### config.mk
export PLATFORM = sky130hd
export DESIGN_NAME = fetch_ctrl
export DESIGN_NICKNAME = d
export VERILOG_FILES = /design/src/rtl/cpu_pkg.sv /design/src/rtl/branch_resolve.sv /design/src/rtl/fetch_ctrl.sv
export SDC_FILE = /design/constraint.sdc
export NUM_CORES = 1
export LEC_CHECK = 0
export CAP_MARGIN = 25
export CORE_ASPECT_RATIO = 1.25
export CORE_UTILIZATION = 43
export DETAILED_ROUTE_END_ITERATION = 10
export PLACE_DENSITY = 0.75
export SYNTH_ARGS = -nofsm -noshare
export SYNTH_HDL_FRONTEND = slang
export SYNTH_SLANG_ARGS = --single-unit
### constraint.sdc
create_clock -name clk -period 1.7 [get_ports clk]
set_clock_uncertainty 0.15 [all_clocks]
set_input_delay 0.17 -clock clk [delete_from_list [all_inputs] [get_ports clk]]
set_output_delay 0.17 -clock clk [all_outputs]
set_load 0.02 [all_outputs]
### src/rtl/cpu_pkg.sv
// Shared widths and enumerations for the 9-bit single-cycle core.
package cpu_pkg;

  localparam int PC_W    = 7;
  localparam int INSTR_W = 9;

  typedef enum logic [2:0] {
    ADD, SUB, AND, LDI, LDR, STR, BRZ, JMP_HALT
  } op_e;

  typedef enum logic [1:0] {
    IDLE, RUN, HALTED
  } fetch_state_e;

endpackage

### src/rtl/branch_resolve.sv
// Combinational next-PC resolution for BRZ/JMP/HALT; everything else falls through to pc+1.
module branch_resolve
  import cpu_pkg::*;
(
  input  logic [INSTR_W-1:0] instr,
  input  logic               z_flag,
  input  logic [PC_W-1:0]    pc,
  output logic [PC_W-1:0]    next_pc,
  output logic               is_halt
);

  op_e             op;
  logic [PC_W-1:0] tgt;

  assign op  = op_e'(instr[8:6]);
  assign tgt = PC_W'(instr[5:0]);

  always_comb begin
    is_halt = 1'b0;
    next_pc = pc + 1'b1;
    case (op)
      JMP_HALT: begin
        // A zero target on the jump opcode is the HALT encoding.
        if (tgt == '0) begin
          is_halt = 1'b1;
          next_pc = pc;
        end else begin
          next_pc = tgt;
        end
      end
      BRZ: begin
        if (z_flag) next_pc = tgt;
      end
      default: ;
    endcase
  end

endmodule

### src/rtl/fetch_ctrl.sv
// PC and run-control stage: start/done handshake, retired-instruction counter, execute enable.
module fetch_ctrl
  import cpu_pkg::*;
#(
  parameter int CNT_W = 16
) (
  input  logic               clk,
  input  logic               reset,
  input  logic               start,
  input  logic [INSTR_W-1:0] instr,
  input  logic               z_flag,
  output logic [PC_W-1:0]    pc,
  output logic               exec_en,
  output logic               done,
  output logic [CNT_W-1:0]   retired
);

  fetch_state_e     state_q;
  logic [PC_W-1:0]  pc_q;
  logic [PC_W-1:0]  pc_d;
  logic [CNT_W-1:0] retired_q;
  logic             is_halt;

  branch_resolve u_branch_resolve (
    .instr   (instr),
    .z_flag  (z_flag),
    .pc      (pc_q),
    .next_pc (pc_d),
    .is_halt (is_halt)
  );

  always_ff @(posedge clk or negedge reset) begin
    if (!reset) begin
      state_q   <= IDLE;
      pc_q      <= '0;
      retired_q <= '0;
    end else begin
      case (state_q)
        IDLE, HALTED: begin
          if (start) begin
            state_q   <= RUN;
            pc_q      <= '0;
            retired_q <= '0;
          end
        end
        RUN: begin
          pc_q <= pc_d;
          if (is_halt) begin
            state_q <= HALTED;
          end else if (retired_q != '1) begin
            retired_q <= retired_q + 1'b1;
          end
        end
        default: state_q <= IDLE;
      endcase
    end
  end

  // Decoded directly from state and the current instruction so HALT suppresses its own commit.
  assign exec_en = (state_q == RUN) && !is_halt;
  assign done    = (state_q == HALTED);
  assign pc      = pc_q;
  assign retired = retired_q;

endmodule

==> impl_summary.md <==
Outcome
The flow ran to the end, but the final reports show violations. The final reports fail on negative setup slack.

Synth
The most used flip-flop cell after synthesis is sky130_fd_sc_hd__dfrtp_1. The number of flops mapped to enable cells by yosys is 0. In the post-synthesis netlist, the biggest area contributors are sky130_fd_sc_hd__dfrtp_1 (44%), sky130_fd_sc_hd__nor2_1 (4.7%), sky130_fd_sc_hd__nand2_1 (4.2%). The biggest area consumer among synthesized cells is sky130_fd_sc_hd__dfrtp_1. The adder-cell share of the synthesized area is 1.74%. The most common cell in the synthesized netlist is sky130_fd_sc_hd__dfrtp_1. Counting every net in the synthesized netlist gives ~170. The synthesized netlist devotes between 4 and 5% of its cell area to XOR and XNOR gates.

The basic-gate share of the synthesized area counting and, or, nand and nor cells is roughly 25%. The mapped netlist covers 1440 um2. After synthesis, the netlist uses 42 different library cells.

Sorting the synthesized cells by how often they occur yields sky130_fd_sc_hd__dfrtp_1 (25), sky130_fd_sc_hd__nor2_1 (18), sky130_fd_sc_hd__nand2_1 (16). The sequential share of the synthesized area is 43.6%. For this run, the number of Yosys warnings is 0. By area, the combinational part of the netlist is dominated by simple AND/OR/NAND/NOR gates.

Averaged over all synthesized cells, the footprint is slightly above 9 um2. The fraction of the mapped netlist area in compound gates is 19.0%. The flop and latch count out of synthesis is 25. The area share of the largest cell type after synthesis is 43.6%. Measured against the total synthesized area, the mux share comes to under 10%. For this run, asynchronously set or reset flops after synthesis account for 100%. Synthesis produced a netlist whose cell count is about 160.

Critical path
The capturing point of the worst reg2reg path is retired[12]$_DFFE_PN0P_. By startpoint and endpoint, the worst setup path is classified as reg2reg. For this run, the slowest stage of the critical path takes 0.50 ns.

The data required time at the worst endpoint is roughly 1.8 ns. The worst reg2reg path depth is 8. The critical path goes through and2b_2 > o31ai_4 > inv_4 > buf_12 > nor2_4 > buf_6 > or4_4 > a21oi_2. The critical-path cell with the highest stage delay is sky130_fd_sc_hd__or4_4.

The startpoint of the most critical setup path is state_q[1]$_DFFE_PN0P_. The slack of the worst reg-to-reg path is -0.21 ns. STA puts the critical path data arrival time at 1.98 ns. The worst setup path is captured at a flip-flop. Along the worst path, the maximum fanout reaches 3. The worst setup path is launched from a flip-flop. The startpoint identified for the worst register-to-register timing path is state_q[1]$_DFFE_PN0P_.

Clock tree
The CTS tree is built. The clock insertion delay at the later pin of the skew report is about 0.28 ns. In this run the number of H-tree levels came out at 1. After clock tree synthesis, the clock-pin slew on the worst setup and hold paths is 0.09 ns. The clock root buffer is sky130_fd_sc_hd__clkbuf_8. The count of hold-fix buffers inserted at cts is 0.

The clock sink count is 25. Counting the buffers created by CTS gives 3. In this run the deepest clock path goes through 2 buffers.

Floorplanning
The initial utilization of the core area, before any placement, comes to roughly 45%. The I/O pin count is 38. The floorplan step defined a core boundary enclosing 3190 um2.

The die extent in y is 66.6 um. The width of the die is 53.7 um. The floorplan has 23 rows. The die area is roughly 3600 um2.

Cells and area
The signed area change from the synthesized netlist to the final layout is 79.3%. After routing the design area is 2570 um2. The number of inserted diodes is 0. For this run, the post-layout net count is about 260. The post-route netlist has 44.1% of its cells at a drive strength greater than 1.

Global routing
The via count of the first global-routing pass came to about 1700. The number of antenna violations at the first check in global routing is 0. After global routing the overflow that remains totals 0.

The first global-routing pass estimated about 8000 um of wire. Global routing used a little under a third of the available tracks across all layers. The pin count of the biggest net entering global routing is 26.

STA
The number of failing hold endpoints at the final stage came to 0. The final cycle utilization of the critical path is 113%. Setup total negative slack on the finished layout was measured at -2.12 ns. Setup repair after global routing could not meet its margin everywhere. The worst setup slack after layout is -0.215 ns.

The number of pins with negative max-slew slack in the final report came to 0. The number of setup violations in the final report is 18. The maximum achievable frequency is between 500 and 600 MHz. The smallest clock period supported by the final layout is computed as around 1.9 ns.

The worst pin sits at a relative slew slack of between 70 and 80%. The actual slew at the worst max-slew pin is 0.333 ns.

Power and ir drop
The leakage power of the design is roughly 1.2 nW. The ratio of total power to cell area is between 1000 and 1500 nW/um2. VDD sags by at most slightly above 0.8 mV.

The completed layout was analyzed and its total power is roughly 2.9 mW.

Flow run
Max-cap violations in this run came to 0.

Routing
After detailed routing, the number of remaining DRC violations is 0. The detail route stage leaves a number of antenna-violating nets equal to 0. The first-pass detailed-route iteration total is 5. The via total after detailed routing is 1692. The initial detailed-routing violation count is 64. The number of vias per cell is 6.00. The routed design has roughly 5200 um of wire. In the final routed layout, each cell accounts on average for 18.6 um.

Worst hold path
The startpoint identified for the worst hold timing path is instr[0]. The path with the worst hold slack has its endpoint at pc[0]$_DFFE_PN0P_. The worst min-delay path category is in2reg. The hold path depth is 3.

Placed design
The total of buffers placed on input and output ports is 37. The detailed placement HPWL is approximately 3100 um. The congestion estimate from routability-driven global placement came to roughly 0.8. The post-detailed-placement cell area is 2170 um2.

The worst setup slack after placement is -0.676 ns.
routing by layer:
metal  GRT usage [%]  vias up  part of all wire [%]
met5               0        -                     0
met4            20.4        0                   3.7
met3            3.42       24                   4.7
met2            53.2       88                    53
met1            36.3      822                    39
li1                -      758                     -
through the flow:
step	std cells	utilization [%]	hold slack (ns)
final	282	80.6	0.00559
after global routing	282	80.6	0.0619
after CTS	280	76.9	0.0347
after detailed placement	263	68.1	0.393
after global placement	263	68.1	0.379
after floorplan	156	-	-0.276
registers in the layout, summed over array words and instances (netlist names):
name,cells
retired,16
pc,7
state_q,2
area by class of cell:
type | count | area, um2
multi-input cells | 122 | 1020
well taps | 37 | 46.3
inverters | 7 | 28.8
fillers | 191 | 619
flip-flops and latches | 25 | 636
repair buffers | 87 | 800
clock buffers | 4 | 45.0
where the power goes:
group	total [mW]	switching, mW	leakage (nW)	internal (mW)
sequential	0.929	0.174	0.312	0.755
clock	0.371	0.203	0.0228	0.169
combinational	1.60	0.807	0.893	0.794
total	2.90	1.18	1.23	1.72
critical path, delay by kind of cell (launching register included):
family                 cells  cell delay, ns
AND/OR/NAND/NOR            3            0.78
AO/OA/AOI/OAI              2            0.22
buffers and inverters      3            0.28
flip-flops                 1            0.39
kinds of logic after synthesis:
family / after synthesis
simple gates: 70
compound gates: 37
flops: 25
buf+inv: 10
xor+xnor: 7
mux: 5
fa+ha+maj: 2
placed cells by master (no fill, tap or decap), types with 4 or more instances in the layout:
cell and count:
sky130_fd_sc_hd__dfrtp_1 17, sky130_fd_sc_hd__nand2_1 13, sky130_fd_sc_hd__dlymetal6s2s_1 10, sky130_fd_sc_hd__nand3_1 8
sky130_fd_sc_hd__o21ai_2 4, sky130_fd_sc_hd__buf_6 9, sky130_fd_sc_hd__buf_4 42, sky130_fd_sc_hd__dfrtp_2 8
sky130_fd_sc_hd__or3_1 4, sky130_fd_sc_hd__xnor2_1 6, sky130_fd_sc_hd__o21ai_1 4, sky130_fd_sc_hd__a21oi_2 5
sky130_fd_sc_hd__clkdlybuf4s50_1 12, sky130_fd_sc_hd__inv_1 5, sky130_fd_sc_hd__nor2_1 15, sky130_fd_sc_hd__mux2i_1 4
sky130_fd_sc_hd__dlygate4sd2_1 6, sky130_fd_sc_hd__a21oi_1 4
timing repair:
| item | CTS | global route |
|---|---|---|
| setup buffers | 12 | 5 |
| pin swaps | 25 | 25 |
| endpoints found under the setup margin | 32 | 34 |
| gates cloned | 1 | 0 |
| resized for setup | 65 | 38 |
worst max path at each step:
stage | cells after the start | endpoint | slack, ns
floorplan | 6 | retired[9]$_DFFE_PN0P_ | -0.15
global placement | 5 | exec_en | -0.63
detailed placement | 8 | retired[11]$_DFFE_PN0P_ | -0.68
CTS | 8 | retired[12]$_DFFE_PN0P_ | -0.21
global route | 7 | retired[13]$_DFFE_PN0P_ | -0.27
finish | 8 | retired[12]$_DFFE_PN0P_ | -0.21
Note: power is estimated with default switching activity, not from simulation.
